==> src/rtl/frame_sync_ctrl_if.sv <==
// +--------------------------------------------------------------------------+
// | frame_sync_ctrl_if                                                       |
// | SNES/HDMI frame pacing signals grouped for frame_sync_ctrl.              |
// | Revision: 1.0                                                            |
// +--------------------------------------------------------------------------+
`default_nettype none

interface frame_sync_ctrl_if;
   logic        enable;
   logic [7:0]  ys;
   logic        snes_refresh;
   logic        hdmi_first_line;
   logic        pause_snes_for_frame_sync;
   logic        sync_done;
   logic        locked;
   logic [23:0] last_wait;
   logic [7:0]  timeout_cnt;

   modport master (
      output enable, ys, snes_refresh, hdmi_first_line,
      input  pause_snes_for_frame_sync, sync_done, locked, last_wait, timeout_cnt
   );

   modport slave (
      input  enable, ys, snes_refresh, hdmi_first_line,
      output pause_snes_for_frame_sync, sync_done, locked, last_wait, timeout_cnt
   );
endinterface

`default_nettype wire

==> src/rtl/frame_sync_ctrl.sv <==
// +--------------------------------------------------------------------------+
// | frame_sync_ctrl                                                          |
// | Halts the SNES each frame until HDMI line 0 starts; even-length pauses,  |
// | timeout, lock detection. FRAME_SYNC_STATS_EN builds the stats registers. |
// | Revision: 1.0                                                            |
// +--------------------------------------------------------------------------+
`default_nettype none

module frame_sync_ctrl #(
   parameter int ARM_LINE    = 2,
   parameter int REARM_LINE  = 200,
   parameter int TIMEOUT     = 1_600_000,
   parameter int LOCK_FRAMES = 4
) (
   input  wire logic        clk,
   input  wire logic        reset,
   frame_sync_ctrl_if.slave fs
);

   localparam int          SW       = $clog2(LOCK_FRAMES + 1);
   localparam logic [23:0] TMO_LAST = 24'(TIMEOUT - 1);
   localparam logic [23:0] PCNT_MAX = 24'hFF_FFFF;
   localparam logic [7:0]  ARM_YS   = 8'(ARM_LINE);
   localparam logic [7:0]  REARM_YS = 8'(REARM_LINE);
   localparam logic [SW-1:0] LOCK_N = SW'(LOCK_FRAMES);

   typedef enum logic [1:0] {
      ST_IDLE   = 2'd0,
      ST_ARMED  = 2'd1,
      ST_PAUSED = 2'd2,
      ST_RUN    = 2'd3
   } state_t;

   state_t        state_q, state_d;
   logic          sync1_q, sync2_q, sync3_q;
   logic [23:0]   pcnt_q, pcnt_d;
   logic          seen_q, seen_d;
   logic          pause_q, pause_d;
   logic          sync_done_q, sync_done_d;
   logic          locked_q, locked_d;
   logic [SW-1:0] streak_q, streak_d;

   logic          hdmi_edge;
   logic          any_seen;
   logic          rel_clean;
   logic          rel_timeout;
   logic [23:0]   pcnt_inc;

   // Release only on odd pcnt so the total pause (pcnt+1 cycles) is even.
   always_comb begin
      hdmi_edge   = sync2_q & ~sync3_q;
      any_seen    = seen_q | hdmi_edge;
      pcnt_inc    = (pcnt_q == PCNT_MAX) ? pcnt_q : pcnt_q + 24'd1;
      rel_clean   = (state_q == ST_PAUSED) && any_seen && pcnt_q[0];
      rel_timeout = (state_q == ST_PAUSED) && !any_seen &&
                    (pcnt_q >= TMO_LAST) && pcnt_q[0];
   end

   always_comb begin
      state_d     = state_q;
      pcnt_d      = pcnt_q;
      seen_d      = seen_q;
      pause_d     = pause_q;
      sync_done_d = sync_done_q;
      streak_d    = streak_q;
      if (!fs.enable) begin
         state_d     = ST_IDLE;
         pause_d     = 1'b0;
         sync_done_d = 1'b0;
         streak_d    = '0;
      end else begin
         case (state_q)
            ST_IDLE: state_d = ST_ARMED;
            ST_ARMED: begin
               if ((fs.ys == ARM_YS) && fs.snes_refresh) begin
                  state_d = ST_PAUSED;
                  pause_d = 1'b1;
                  pcnt_d  = '0;
                  seen_d  = hdmi_edge;
               end
            end
            ST_PAUSED: begin
               pcnt_d = pcnt_inc;
               seen_d = any_seen;
               if (rel_clean || rel_timeout) begin
                  state_d     = ST_RUN;
                  pause_d     = 1'b0;
                  sync_done_d = 1'b1;
               end
               if (rel_clean && (streak_q != LOCK_N)) streak_d = streak_q + 1'b1;
               if (rel_timeout) streak_d = '0;
            end
            ST_RUN: begin
               if (fs.ys == REARM_YS) begin
                  state_d     = ST_ARMED;
                  sync_done_d = 1'b0;
               end
            end
            default: state_d = ST_IDLE;
         endcase
      end
      locked_d = (streak_d == LOCK_N);
   end

   always_ff @(posedge clk) begin
      if (reset) begin
         state_q     <= ST_IDLE;
         sync1_q     <= 1'b0;
         sync2_q     <= 1'b0;
         sync3_q     <= 1'b0;
         pcnt_q      <= '0;
         seen_q      <= 1'b0;
         pause_q     <= 1'b0;
         sync_done_q <= 1'b0;
         locked_q    <= 1'b0;
         streak_q    <= '0;
      end else begin
         state_q     <= state_d;
         sync1_q     <= fs.hdmi_first_line;
         sync2_q     <= sync1_q;
         sync3_q     <= sync2_q;
         pcnt_q      <= pcnt_d;
         seen_q      <= seen_d;
         pause_q     <= pause_d;
         sync_done_q <= sync_done_d;
         locked_q    <= locked_d;
         streak_q    <= streak_d;
      end
   end

   assign fs.pause_snes_for_frame_sync = pause_q;
   assign fs.sync_done                 = sync_done_q;
   assign fs.locked                    = locked_q;

`ifdef FRAME_SYNC_STATS_EN
   logic [23:0] last_wait_q, last_wait_d;
   logic [7:0]  timeout_cnt_q, timeout_cnt_d;

   always_comb begin
      last_wait_d   = last_wait_q;
      timeout_cnt_d = timeout_cnt_q;
      if (!fs.enable) begin
         last_wait_d   = '0;
         timeout_cnt_d = '0;
      end else begin
         if (rel_clean || rel_timeout) last_wait_d = pcnt_inc;
         if (rel_timeout && (timeout_cnt_q != 8'hFF)) timeout_cnt_d = timeout_cnt_q + 8'd1;
      end
   end

   always_ff @(posedge clk) begin
      if (reset) begin
         last_wait_q   <= '0;
         timeout_cnt_q <= '0;
      end else begin
         last_wait_q   <= last_wait_d;
         timeout_cnt_q <= timeout_cnt_d;
      end
   end

   assign fs.last_wait   = last_wait_q;
   assign fs.timeout_cnt = timeout_cnt_q;
`else
   assign fs.last_wait   = '0;
   assign fs.timeout_cnt = '0;
`endif

endmodule

`default_nettype wire
==> src/flat_wrapper.sv <==
// flat-port wrapper written by rule: the top's interface ports become plain ports
module frame_sync_ctrl_flat 
#(
   parameter int ARM_LINE    = 2,
   parameter int REARM_LINE  = 200,
   parameter int TIMEOUT     = 1_600_000,
   parameter int LOCK_FRAMES = 4
)
  (clk, reset, fs_enable, fs_ys, fs_snes_refresh, fs_hdmi_first_line, fs_pause_snes_for_frame_sync, fs_sync_done, fs_locked, fs_last_wait, fs_timeout_cnt);
  frame_sync_ctrl_if fs_i ();
  input  wire logic clk;
  input  wire logic reset;
  input wire logic [$bits(fs_i.enable)-1:0] fs_enable;
  input wire logic [$bits(fs_i.ys)-1:0] fs_ys;
  input wire logic [$bits(fs_i.snes_refresh)-1:0] fs_snes_refresh;
  input wire logic [$bits(fs_i.hdmi_first_line)-1:0] fs_hdmi_first_line;
  output wire logic [$bits(fs_i.pause_snes_for_frame_sync)-1:0] fs_pause_snes_for_frame_sync;
  output wire logic [$bits(fs_i.sync_done)-1:0] fs_sync_done;
  output wire logic [$bits(fs_i.locked)-1:0] fs_locked;
  output wire logic [$bits(fs_i.last_wait)-1:0] fs_last_wait;
  output wire logic [$bits(fs_i.timeout_cnt)-1:0] fs_timeout_cnt;
  assign fs_i.enable = fs_enable;
  assign fs_i.ys = fs_ys;
  assign fs_i.snes_refresh = fs_snes_refresh;
  assign fs_i.hdmi_first_line = fs_hdmi_first_line;
  assign fs_pause_snes_for_frame_sync = fs_i.pause_snes_for_frame_sync;
  assign fs_sync_done = fs_i.sync_done;
  assign fs_locked = fs_i.locked;
  assign fs_last_wait = fs_i.last_wait;
  assign fs_timeout_cnt = fs_i.timeout_cnt;
  frame_sync_ctrl #(.ARM_LINE(ARM_LINE), .REARM_LINE(REARM_LINE), .TIMEOUT(TIMEOUT), .LOCK_FRAMES(LOCK_FRAMES)) u_core (.clk(clk), .reset(reset), .fs(fs_i));
endmodule
==> config.mk <==
export PLATFORM = sky130hd
export DESIGN_NAME = frame_sync_ctrl_flat
export DESIGN_NICKNAME = d
export VERILOG_FILES = /design/src/rtl/frame_sync_ctrl_if.sv /design/src/rtl/frame_sync_ctrl.sv /design/src/flat_wrapper.sv
export SDC_FILE = /design/constraint.sdc
export NUM_CORES = 1
export LEC_CHECK = 0
export ABC_CLOCK_PERIOD_IN_PS = 2400
export BUFFER_PORTS_ARGS = -buffer_cell sky130_fd_sc_hd__buf_2
export CAP_MARGIN = 5
export CORE_MARGIN = 3
export CORE_UTILIZATION = 55
export CTS_BUF_LIST = sky130_fd_sc_hd__clkbuf_2 sky130_fd_sc_hd__clkbuf_4 sky130_fd_sc_hd__clkbuf_8
export CTS_CLUSTER_SIZE = 20
export DETAILED_ROUTE_END_ITERATION = 7
export GPL_TIMING_DRIVEN = 0
export PLACE_DENSITY = 0.92
export SLEW_MARGIN = 20
export SYNTH_ARGS = -nofsm -noshare
export SYNTH_HDL_FRONTEND = slang
export SYNTH_SLANG_ARGS = --single-unit
==> constraint.sdc <==
create_clock -name clk -period 2.4 [get_ports clk]
set_input_delay 0 -clock clk [delete_from_list [all_inputs] [get_ports clk]]
set_output_delay 0 -clock clk [all_outputs]
set_load 0.01 [all_outputs]
==> results by stage, run 1 <==
Status:
- The flow ran to the end, and the final reports show no timing, DRC or antenna violations.

Synth:
- The number of distinct standard cells referenced by the synthesized netlist is between 40 and 50.
- Sorting the synthesized cells by how often they occur yields dfxtp_1 (36), buf_4 (32), nor2_1 (30), nand2_1 (19), xnor2_1 (18).
- Summed over all instances, the cell type with the most area after synthesis is dfxtp_1.
- After synthesis the cells add up to ~0.0022 mm².
- The cell with the most instances after synthesis is dfxtp_1.
- The average instance in the mapped netlist occupies 8.301 µm².
- Synthesis produced 260 cells.
- Of the synthesized area, sequential elements account for 0.3339.
- The flip-flop and latch count after synthesis is 36.
- In the post-synthesis netlist, the biggest area contributors are dfxtp_1 (33%), buf_4 (11%), xnor2_1 (7.3%).
- The synthesized design contains 0 enable-type register cells.
- The warning count from the yosys run is 0.
- Of the post-synthesis cell area, the dominant cell type holds 0.3339.
- The prevailing post-synth register cell is dfxtp_1.
- Counting flops with an async set or reset pin after synthesis yields a share of 0.

STA:
- Setup violations remaining at the end of the flow were counted as 0.
- The total count of max-transition violations in the final report is 0.
- Setup repair after global routing left no endpoint under its margin.
- The count of endpoints failing hold in the final timing report is 0.
- The minimum clock period after layout is approximately 2300 ps.
- Static timing analysis puts the maximum clock frequency at between 400 and 500 MHz.
- Of the available clock period, the critical path in the final layout requires 0.9477.
- The clock tree skew after final layout is 4.461 ps.

Drt:
- The met1 layer wirelength in the final routing is about 1.8 mm.
- The top layer used by detailed routing is met4.
- Dividing the detail-routed via count by the number of cells gives just over 5.
- The total detailed-routing wirelength is about 4.4 mm.
- The overall via count from detail_route is 1853.
- The detail route stage leaves a number of antenna-violating nets equal to 0.
- After detailed routing, the met3 layer carries 246 µm of wire.
- For this run, design rule violations remaining after detail routing come to 0.
- The first detailed-routing pass took 4 iterations.
- The violation count after the first detailed-routing iteration is between 100 and 150.
- Dividing the detail-routed wire length by the instance count gives 11.99 µm.
- The routed design uses around 2.3 mm of met2 wire.

Floorplanning:
- The core region is between 0.003 and 0.004 mm².
- The die is 68.65 µm wide.
- The height of the die is 68.65 µm.
- The starting utilization of the core area is 0.5808.
- The total number of placement rows is 22.
- The floorplan step defined a die boundary enclosing 0.004712 mm².
- The number of placed I/O pins is 48.

GRT:
- After global routing the overflow that remains totals 0.
- The number of antenna violations at the first check in global routing is 0.
- The number of global-route vias before repair was 1612.
- Entering global routing, the biggest net connects 11 pins.
- For this run, the total global-route usage over all layers was measured as 0.1895.
- The first global-routing pass estimated just under 7 mm of wire.

Pwr:
- The combinational fraction of design power is 0.130.
- The internal portion of the total power is 0.9336 mW.
- IR analysis of the VDD net gives a maximum drop of around 0.35 mV.
- The part of the total power dissipated in the clock network is 0.376.
- Summed over all nets, the switching power comes to 0.3024 mW.
- Power spread over the standard cell area amounts to 481.1 mW/mm².
- The analysis attributes to cell leakage a power of 1.029 nW.
- The proportion of total power due to net switching is 0.2446.
- The sequential cell fraction of total power is 0.493.
- The power after layout is about 1.2 mW.

Layout:
- For this run, the post-layout net count is 334.
- Once layout is complete, the cells apart from fillers number 364.
- 0 antenna diodes ended up in the layout.
- The number of filler cells placed in the layout is 300.
- The finished layout cell area is roughly 0.0026 mm².
- Once layout is complete, the utilization of the core stands at 0.6912.
- Of the cells placed in the final design, the portion with a size suffix greater than 1 is 0.2278.
- Summing all multi-input logic gate instances after layout gives between 0.001 and 0.0015 mm².
- The sequential cells in the finished layout cover a total of a little over 700 µm².
- The signed area change from the synthesized netlist to the final layout is 19.01%.

Critical path:
- By startpoint and endpoint, the worst setup path is classified as flip-flop to flip-flop.
- The worst register-to-register path ends at u_core.pcnt_q[2]$_SDFFE_PP0P_.
- In this run the register-to-register setup slack is roughly 130 ps.
- The critical path startpoint is u_core.state_q[1]$_SDFFE_PP0P_.
- The worst setup path is captured at a flip-flop.
- The critical path endpoint is u_core.pcnt_q[2]$_SDFFE_PP0P_.
- Along the worst path, the maximum fanout reaches 8.
- In this run the critical register-to-register path is launched from u_core.state_q[1]$_SDFFE_PP0P_.
- The required time of the critical path is approximately 2600 ps.
- The arrival time of the worst setup path is roughly 2500 ps.
- The number of cells on the worst reg-to-reg path is 8.
- The type of origin of the critical path is a flip-flop.

CTS:
- The TritonCTS buffer count is 5.
- CTS placed an instance of clkbuf_8 at the clock tree root.
- Clock-pin slew was measured on the worst setup and hold paths at roughly 70 ps.
- Clock tree synthesis found a total of 36 sinks.
- The number of levels the H-tree was split into is 2.
- The clock tree from TritonCTS is done.
- Buffers added to address setup during post-CTS repair amount to 0.
- The later pin in the worst-skew pair is clocked with a latency of 290 ps.
- In this run the deepest clock path goes through 2 buffers.

Flow run:
- The max-cap violation count is 0.

Worst hold path:
- The tightest min-delay check is of the input pin to flip-flop type.
- In this run the most critical hold path is launched from fs_enable.

Place:
- After detailed placement, the total cell area comes to 0.002410 mm².
- After legalization and detailed placement, the total HPWL measured around 3.4 mm.
- The total instance count after detailed placement is around 350.
- At the end of routability-driven placement, the weighted congestion stood at 0.8777.
- Input and output buffers added on the ports amount to 15.
-- critical path, cell delays in order, from the launching register on --
cell and delay (ps):
dfxtp_1 380, ha_2 300, nand2_1 80, or4_1 410
clkbuf_1 180, or3_1 400, and3_1 210, xnor2_1 140
nor2_1 60
-- flip-flops by register name, indices dropped and copies added, names as in the netlist --
name,cells
u_core.fs.locked,1
u_core.fs.pause_snes_for_frame_sync,1
u_core.fs.sync_done,1
u_core.pcnt_q,24
u_core.seen_q,1
u_core.state_q,2
u_core.streak_q,3
u_core.sync1_q,1
u_core.sync2_q,1
u_core.sync3_q,1
-- cell families after synthesis --
group | synth area share
AO/OA/AOI/OAI | 0.1148
adder cells (fa/ha/maj) | 0.03478
XOR/XNOR | 0.08522
flip-flops | 0.3339
buffers and inverters | 0.1432
AND/OR/NAND/NOR | 0.2864
other | 0.001737
-- what timing repair did --
item / 4_1_cts / 5_1_grt
gates resized for setup: 3 / 6
setup endpoints to repair: 17 / 27
endpoints found under the hold margin: 4 / 0
hold buffers: 3 / 0
-- how the worst min path moves through the flow --
stage | to | slack, ps | depth (start not counted)
final | u_core.state_q[0]$_SDFFE_PP0P_ | 80 | 3
after detailed placement | u_core.sync1_q$_SDFF_PP0_ | 220 | 2
after global placement | u_core.sync1_q$_SDFF_PP0_ | 210 | 2
after CTS | u_core.state_q[0]$_SDFFE_PP0P_ | 80 | 3
after global routing | u_core.state_q[1]$_SDFFE_PP0P_ | 110 | 3
after floorplan | u_core.sync1_q$_SDFF_PP0_ | 70 | 1
-- power groups by stage --
stage                     Clock, mW  Combinational [mW]  Sequential (mW)
after global routing          0.489               0.179            0.610
after detailed placement          0               0.152            0.623
after CTS                     0.467               0.156            0.610
final                         0.465               0.161            0.610
after floorplan                   0               0.118            0.622
after global placement            0               0.147            0.623
-- area by class of cell --
cell class,count,area share
Tap cell,48,0.02338
Clock buffer,8,0.03799
Buffer,37,0.1052
Timing Repair Buffer,18,0.04092
Inverter,10,0.01461
Multi-Input combinational cell,207,0.4973
Sequential cell,36,0.2806
-- routing by layer --
layer | track usage | vias up
met5 | 0 | -
met4 | 0.04715 | 0
met3 | 0.05673 | 7
met2 | 0.3468 | 48
met1 | 0.2118 | 857
li1 | - | 941
-- layout by cell type, fill, tap and decap left out, types with 2 or more instances in the layout --
cell and n:
o21ai_0 9, a211oi_1 2, a21o_1 2, nor3_2 4, nor2b_1 7, clkbuf_4 2, o31a_1 2, nand2_1 19
dfxtp_1 36, nand4_1 6, or3_4 2, nor3_1 10, clkbuf_8 6, or4_1 3, a21oi_1 10, buf_4 32
buf_2 16, conb_1 32, nor2_1 30, xnor2_1 18, inv_1 10, ha_1 5, o211ai_1 2, clkbuf_2 2
and3_1 3, nand3_1 9, dlygate4sd3_1 3, xor2_1 3, nor4_1 5, and4_1 3, or3_1 4
-- per-stage QoR --
step                setup TNS, ps  hold WS (ps)  setup WS (ps)
detailed placement          -1068         218.9         -134.2
global route                    0         106.0          6.279
floorplan                       0         71.61          260.5
finish                          0         82.83          125.5
CTS                             0         79.23          72.99
global placement           -149.4         210.0         -26.68
Note: power is estimated with default switching activity, not from simulation.
==> run 2: changes to the inputs <==
--- a/config.mk
+++ b/config.mk
@@ -8,13 +8,14 @@
 export ABC_CLOCK_PERIOD_IN_PS = 2400
 export BUFFER_PORTS_ARGS = -buffer_cell sky130_fd_sc_hd__buf_2
 export CAP_MARGIN = 5
-export CORE_MARGIN = 3
-export CORE_UTILIZATION = 55
+export CELL_PAD_IN_SITES_DETAIL_PLACEMENT = 1
+export CELL_PAD_IN_SITES_GLOBAL_PLACEMENT = 1
+export CORE_UTILIZATION = 41
 export CTS_BUF_LIST = sky130_fd_sc_hd__clkbuf_2 sky130_fd_sc_hd__clkbuf_4 sky130_fd_sc_hd__clkbuf_8
 export CTS_CLUSTER_SIZE = 20
 export DETAILED_ROUTE_END_ITERATION = 7
 export GPL_TIMING_DRIVEN = 0
-export PLACE_DENSITY = 0.92
+export PLACE_DENSITY = 0.93
 export SLEW_MARGIN = 20
 export SYNTH_ARGS = -nofsm -noshare
 export SYNTH_HDL_FRONTEND = slang
==> run 2 against run 1 <==
Sequential cell count stayed put. Cell area is 1.7% higher. Register-to-register slack better by 20 ps. Die area is 18% higher. Non-clock buffer count stayed put. Sequential share of layout area is 0.41 points lower. Wire length is 15% higher. Combinational power is 4% higher. First-iteration DRC count is 45% lower. Largest cell class unchanged.
==> results by stage, run 2 (same netlist as run 1, synthesis figures left out) <==
Critical path:
- Counting cells, the worst reg-to-reg path comes to 6.
- The slowest stage of the critical path is the or3_4 cell.
- The worst reg-to-reg setup slack is between 100 and 150 ps.
- The maximum fanout encountered on the critical timing path is 6.
- The largest single stage delay on the critical path is between 400 and 500 ps.
- The top cell family by delay on the critical path is simple AND/OR/NAND/NOR gates.
- Traced cell by cell, the critical path runs through nand3_1 -> or3_4 -> nor4b_2 -> nand4_1 -> or3_1 -> a21oi_1.
- STA puts the critical path data arrival time at 2470 ps.
- STA classifies the critical path startpoint as a flip-flop.
- The critical path runs through a total of 6 cells.
- By startpoint and endpoint, the worst setup path is classified as flip-flop to flip-flop.
- Data on the critical path is required at its endpoint by approximately 2600 ps.
- Together, buffers and inverters on the worst path number 0.
- The critical path endpoint category is a flip-flop.

CTS:
- The root buffer cell chosen for the clock tree is clkbuf_8.
- TritonCTS built the clock tree.
- The number of sinks handled by clock tree synthesis is 36.
- At the later pin of the worst-skew pair, clock insertion delay measures around 280 ps.
- After clock tree synthesis, the clock-pin slew on the worst setup and hold paths is 70 ps.
- The number of levels the H-tree was split into is 2.
- The number of buffers on the longest clock path is 2.
- Clock tree synthesis inserted a total of 5 buffers.

Layout:
- The number of antenna diodes in the final layout is 0.
- Ranked by flip-flop count, first place goes to u_core.pcnt_q.
- The signed area change from the synthesized netlist to the final layout is 20.99%.
- Of the cells placed in the final design, the portion with a size suffix greater than 1 is 0.2254.
- The number of filler cells placed in the layout is ~650.
- The final cell count without fillers is 385.
- The finished cells cover 0.002611 mm².
- The net count reported at finish is roughly 330.
- The library cell used most frequently in the layout, excluding fill and tap cells, is dfxtp_1.
- The register with the most flip-flops in the layout has 24 of them.
- Leaving out fill and tap cells, the most frequent cells in the layout are dfxtp_1 (35), buf_4 (32), conb_1 (32).
- In the final layout, the registers with the most flip-flops are u_core.pcnt_q (24), u_core.streak_q (3), u_core.state_q (2).

STA:
- Setup repair after global routing left no endpoint under its margin.
- The total count of max-transition violations in the final report is 0.
- The fraction of the cycle the final worst path needs is 0.9401.
- The top achievable clock speed is roughly 440 MHz.
- The minimum clock period after layout is about 2300 ps.
- On the final layout, the worst hold slack is 81.75 ps.
- The clock tree skew after final layout is between 2 and 2.5 ps.
- The count of endpoints failing hold in the final timing report came to 0.
- In the final timing run, aggregate negative setup slack is 0 ps.
- The final number of setup-violating endpoints is 0.

Drt:
- The total DRC errors in the routed layout is 0.
- The routed design has between 5 and 6 mm of wire.
- The violation count after the first detailed-routing iteration is between 60 and 70.
- The final antenna-violating net count is 0.
- For this block, the via count after detailed routing is about 1900.
- Before antenna repair, the detailed router went through 4 iterations.
- In the final routed layout, each cell accounts on average for 13.06 µm.
- The number of vias per cell is roughly 4.9.

GRT:
- The number of antenna violations at the first check in global routing came to 0.
- The wire length of the first global-routing pass is between 8 and 9 mm.
- The remaining global-route overflow is 0.
- Entering global routing, the biggest net connects 11 pins.
- The number of global-route vias before repair is approximately 1800.
- In the global route stage, overall resource usage came out at 0.1941.

Floorplanning:
- The die is 74.56 µm tall.
- The core region is ~0.0051 mm².
- The total number of placement rows is 26.
- The floorplan step set the die width to approximately 75 µm.
- The floorplan die area is 0.005558 mm².
- The starting utilization of the core area is 0.4253.
- The number of placed I/O pins is 48.

Worst hold path:
- The number of cells on the worst hold path is 3.
- The min-delay analysis places its worst path in the category input pin to flip-flop.

Pwr:
- The design draws 1.240 mW.
- Across the VDD grid, the largest voltage drop is around 0.28 mV.
- The power per cell area is 474.8 mW/mm².
- The total leakage power is 1.028 nW.

Status:
- The run finished with clean final reports.

Place:
- The placed instances occupy a cell area of approximately 0.0024 mm².
- The sum of net half-perimeters after detailed placement is roughly 3.7 mm.
- Input and output buffers added on the ports amount to 15.
- The global placer's final weighted congestion is about 0.79.
- The number of placed instances, taps included, is 376.

Flow run:
- The max-cap violation count is 0.
-- run 2: layer usage --
| metal | routed length (µm) | vias to the layer above | part of all wire | global-route usage |
|---|---|---|---|---|
| met3 | 177 | 5 | 0.035 | 0.03252 |
| met1 | 2143 | 897 | 0.43 | 0.2252 |
| met2 | 2663 | 38 | 0.53 | 0.3604 |
| met4 | 44 | 0 | 0.0087 | 0.06080 |
| li1 | - | 949 | - | - |
| met5 | 0 | - | 0 | 0 |
-- run 2: layout make-up --
cell class | instances | area, µm² | share of cell area
flip-flops and latches | 36 | 721.9 | 0.2765
plain buffers | 37 | 269.0 | 0.1030
repair buffers | 18 | 105.1 | 0.04025
multi-input cells | 207 | 1294 | 0.4954
well taps | 70 | 87.58 | 0.03354
clock buffers | 7 | 96.34 | 0.03690
inverters | 10 | 37.54 | 0.01437
-- run 2: final timing paths --
path	start	to
max	u_core.pcnt_q[9]$_SDFFE_PP0P_	u_core.pcnt_q[21]$_SDFFE_PP0P_
max reg2reg	u_core.pcnt_q[9]$_SDFFE_PP0P_	u_core.pcnt_q[21]$_SDFFE_PP0P_
min reg2reg	u_core.sync1_q$_SDFF_PP0_	u_core.sync2_q$_SDFF_PP0_
min	fs_enable	u_core.state_q[1]$_SDFFE_PP0P_
-- run 2: metrics by stage --
step                  util  setup WS, ps
floorplan                -         260.5
global placement    0.4803        -109.1
detailed placement  0.4803        -206.5
CTS                 0.5072         25.27
global route        0.5145        0.4730
finish              0.5145         143.8
-- run 2: worst min-delay path, delay by kind of cell --
family	cells	cell delay [ps]
AOI/OAI and AO/OA	1	50
and+or+nand+nor	1	120
buffers and inverters	1	140
-- run 2: timing repair --
item | CTS | global route
pin swaps | 0 | 0
hold buffers | 3 | 0
gates resized for setup | 4 | 7
buffers inserted | 0 | 0
setup endpoints to repair | 22 | 26
endpoints found under the hold margin | 4 | 0
-- run 2: where the power goes --
part	total (mW)	internal, mW	switching [mW]	leakage (nW)
combinational	0.168	0.0762	0.0914	0.687
clock	0.462	0.256	0.206	0.0503
sequential	0.610	0.604	0.00622	0.291
==> run 3: changes to the inputs <==
--- a/config.mk
+++ b/config.mk
@@ -16,6 +16,7 @@
 export DETAILED_ROUTE_END_ITERATION = 7
 export GPL_TIMING_DRIVEN = 0
 export PLACE_DENSITY = 0.93
+export RECOVER_POWER = 25
 export SLEW_MARGIN = 20
 export SYNTH_ARGS = -nofsm -noshare
 export SYNTH_HDL_FRONTEND = slang
==> run 3 against run 2 <==
Global-route usage unchanged. Largest cell class unchanged. Sequential share of layout area up 0.053 points. Hold slack better by 0.83 ps. Core utilization down 0.099 points. First-iteration DRC count down 4.8%. Clock power about the same. Largest power group unchanged.
==> results by stage, run 3 (same netlist as run 1, synthesis figures left out) <==
GRT:
- The first global-routing pass estimated slightly above 8 mm of wire.
- The remaining global-route overflow is 0.
- The number of antenna violations at the first check in global routing came to 0.
- The largest net degree at the start of global routing is 11.
- In the global route stage, overall resource usage came out at 0.1941.
- The number of global-route vias before repair is between 1500 and 2000.

Layout:
- In the layout the commonest cells are dfxtp_1 (35), buf_4 (32), conb_1 (32).
- In the final layout, the multi-input gates occupy between 0.001 and 0.0015 mm².
- Registers take 721.9 µm².
- The share of cells above drive strength 1 is 0.2127.
- The leading cell type in the layout, fill and taps excluded is dfxtp_1.
- The flip-flop count of the largest register after layout is 24.
- The largest registers in the layout are u_core.pcnt_q (24), u_core.streak_q (3), u_core.state_q (2).
- Relative to the synthesized area, the layout overhead comes to 20.75%.
- The number of filler cells placed in the layout is 651.
- The number of diodes added for antenna fixing is 0.
- Ranked by flip-flop count, first place goes to u_core.pcnt_q.
- At the end of the flow, the number of nets in the layout was 334.
- The final cell count without fillers is 385.

Drt:
- The total detailed-routing wirelength is between 5 and 6 mm.
- In the final routed layout, each cell accounts on average for ~13 µm.
- The overall via count from detail_route is 1895.
- The number of vias per cell is just under 5.
- The total DRC errors in the routed layout is 0.
- The count of nets left with antenna violations once routing finished came out at 0.
- Before antenna repair, the detailed router went through 4 iterations.
- The violation count after the first detailed-routing iteration is 60.

CTS:
- For the worst-skew pair, the clock arrives at the later sink with an insertion delay of ~280 ps.
- The clock slew seen by the registers of the worst setup and hold paths is 70 ps.
- TritonCTS built the clock tree.
- Counting along the longest clock path gives a buffer depth of 2.
- The clock tree synthesis step divided the H-tree into 2 levels.
- The TritonCTS buffer count is 5.
- The clock tree root driver cell is clkbuf_8.
- The clock net in this run drives a total of 36 sinks.

Place:
- Routability-driven placement finished with a final weighted congestion of 0.7913.
- Input and output buffers added on the ports amount to 15.
- Including well taps, the total number of placed cells is approximately 380.
- The sum of net half-perimeters after detailed placement is 3.737 mm.

Critical path:
- The maximum fanout encountered on the critical timing path is 6.
- The arrival time of the worst setup path is 2470 ps.
- STA classifies the critical path endpoint as a flip-flop.
- The worst setup path is of the flip-flop to flip-flop kind.
- The required time of the critical path is around 2600 ps.
- The type of origin of the critical path is a flip-flop.

Status:
- The run finished with clean final reports.

Pwr:
- The combinational fraction of design power is 0.135.
- The total leakage power is 1.012 nW.
- Cell internal power was estimated by the tool at between 0.9 and 1 mW.
- Of the total power, the clock network draws 0.372.
- Of the total power, registers draw 0.493.
- Of the total power, the share spent switching nets is 0.2446.
- The power per cell area is 475.2 mW/mm².
- The largest voltage drop on the vdd net is 0.2781 mV.
- The power spent charging and discharging nets is slightly above 0.3 mW.

STA:
- The fraction of the cycle the final worst path needs is 0.9401.
- Setup violations remaining at the end of the flow were counted as 0.
- The worst hold-check slack is 82.59 ps.
- The worst path in the final design needs a cycle of around 2300 ps, including I/O delays and setup.
- The total count of max-transition violations in the final report is 0.
- The top achievable clock speed is between 400 and 500 MHz.
- Clock skew on the completed layout was measured at 3.183 ps.
- Setup repair after global routing left no endpoint under its margin.
- The count of endpoints failing hold in the final timing report is 0.

Floorplanning:
- The height of the die is 74.56 µm.
- The die extent in x is 74.56 µm.
- The placeable core region is just over 0.005 mm².
- The die covers approximately 0.0056 mm².
- The initial utilization of the core area, before any placement, comes to 0.4253.
- The number of placed I/O pins is between 40 and 50.
- The total number of placement rows is 26.

Flow run:
- Across the run, the number of max-cap violations was 0.

Worst hold path:
- The path class of the tightest hold or removal check is input pin to flip-flop.
-- run 3: worst max-delay path, cell delays in order (launching register included) --
cell and delay [ps]:
dfxtp_1 450, nand3_1 220, or3_4 470, nor4b_2 320, nand4_1 230, or3_1 350
a21oi_1 140
-- run 3: routing by layer --
| layer | routed length, µm | share of wire | up-vias | GRT usage |
|---|---|---|---|---|
| met3 | 172 | 0.034 | 5 | 0.03252 |
| li1 | - | - | 949 | - |
| met2 | 2667 | 0.53 | 38 | 0.3604 |
| met5 | 0 | 0 | - | 0 |
| met1 | 2152 | 0.43 | 903 | 0.2252 |
| met4 | 44 | 0.0087 | 0 | 0.06080 |
-- run 3: power by group through the flow --
stage          registers, mW  clock network (mW)  logic, mW
6_report               0.610               0.461      0.167
2_1_floorplan          0.622                   0      0.118
5_1_grt                0.611               0.512      0.185
3_3_place_gp           0.623                   0      0.150
3_5_place_dp           0.624                   0      0.153
4_1_cts                0.610               0.483      0.158
-- run 3: metrics by stage --
| stage | instance area [µm²] | TNS, ps | power [mW] | util | worst slack (ps) |
|---|---|---|---|---|---|
| final | 2606 | 0 | 1.238 | 0.5136 | 143.7 |
| after global routing | 2606 | 0 | 1.308 | 0.5136 | 0.4721 |
| after CTS | 2574 | 0 | 1.251 | 0.5072 | 25.27 |
| after detailed placement | 2437 | -2196 | 0.7765 | 0.4803 | -206.5 |
| after global placement | 2437 | -971.5 | 0.7727 | 0.4803 | -109.1 |
| after floorplan | 2275 | 0 | 0.7405 | - | 260.5 |
-- run 3: cell type report --
class	instances	share of cell area
Multi-Input combinational cell	207	0.4964
Sequential cell	36	0.2770
Buffer	37	0.1032
Timing Repair Buffer	18	0.03841
Clock buffer	7	0.03697
Tap cell	70	0.03361
Inverter	10	0.01440
-- run 3: final timing paths --
check	from	endpoint	slack (ps)	cells past startpoint
max reg2reg	u_core.pcnt_q[9]$_SDFFE_PP0P_	u_core.pcnt_q[21]$_SDFFE_PP0P_	140	6
min reg2reg	u_core.sync1_q$_SDFF_PP0_	u_core.sync2_q$_SDFF_PP0_	440	1
max	u_core.pcnt_q[9]$_SDFFE_PP0P_	u_core.pcnt_q[21]$_SDFFE_PP0P_	140	6
min	fs_enable	u_core.state_q[1]$_SDFFE_PP0P_	80	3
-- run 3: repair_timing --
| item | 4_1_cts | 5_1_grt |
|---|---|---|
| endpoints found under the setup margin | 22 | 26 |
| resized for setup | 4 | 7 |
| hold buffers | 3 | 0 |
| setup buffers | 0 | 0 |
| hold endpoints to repair | 4 | 0 |
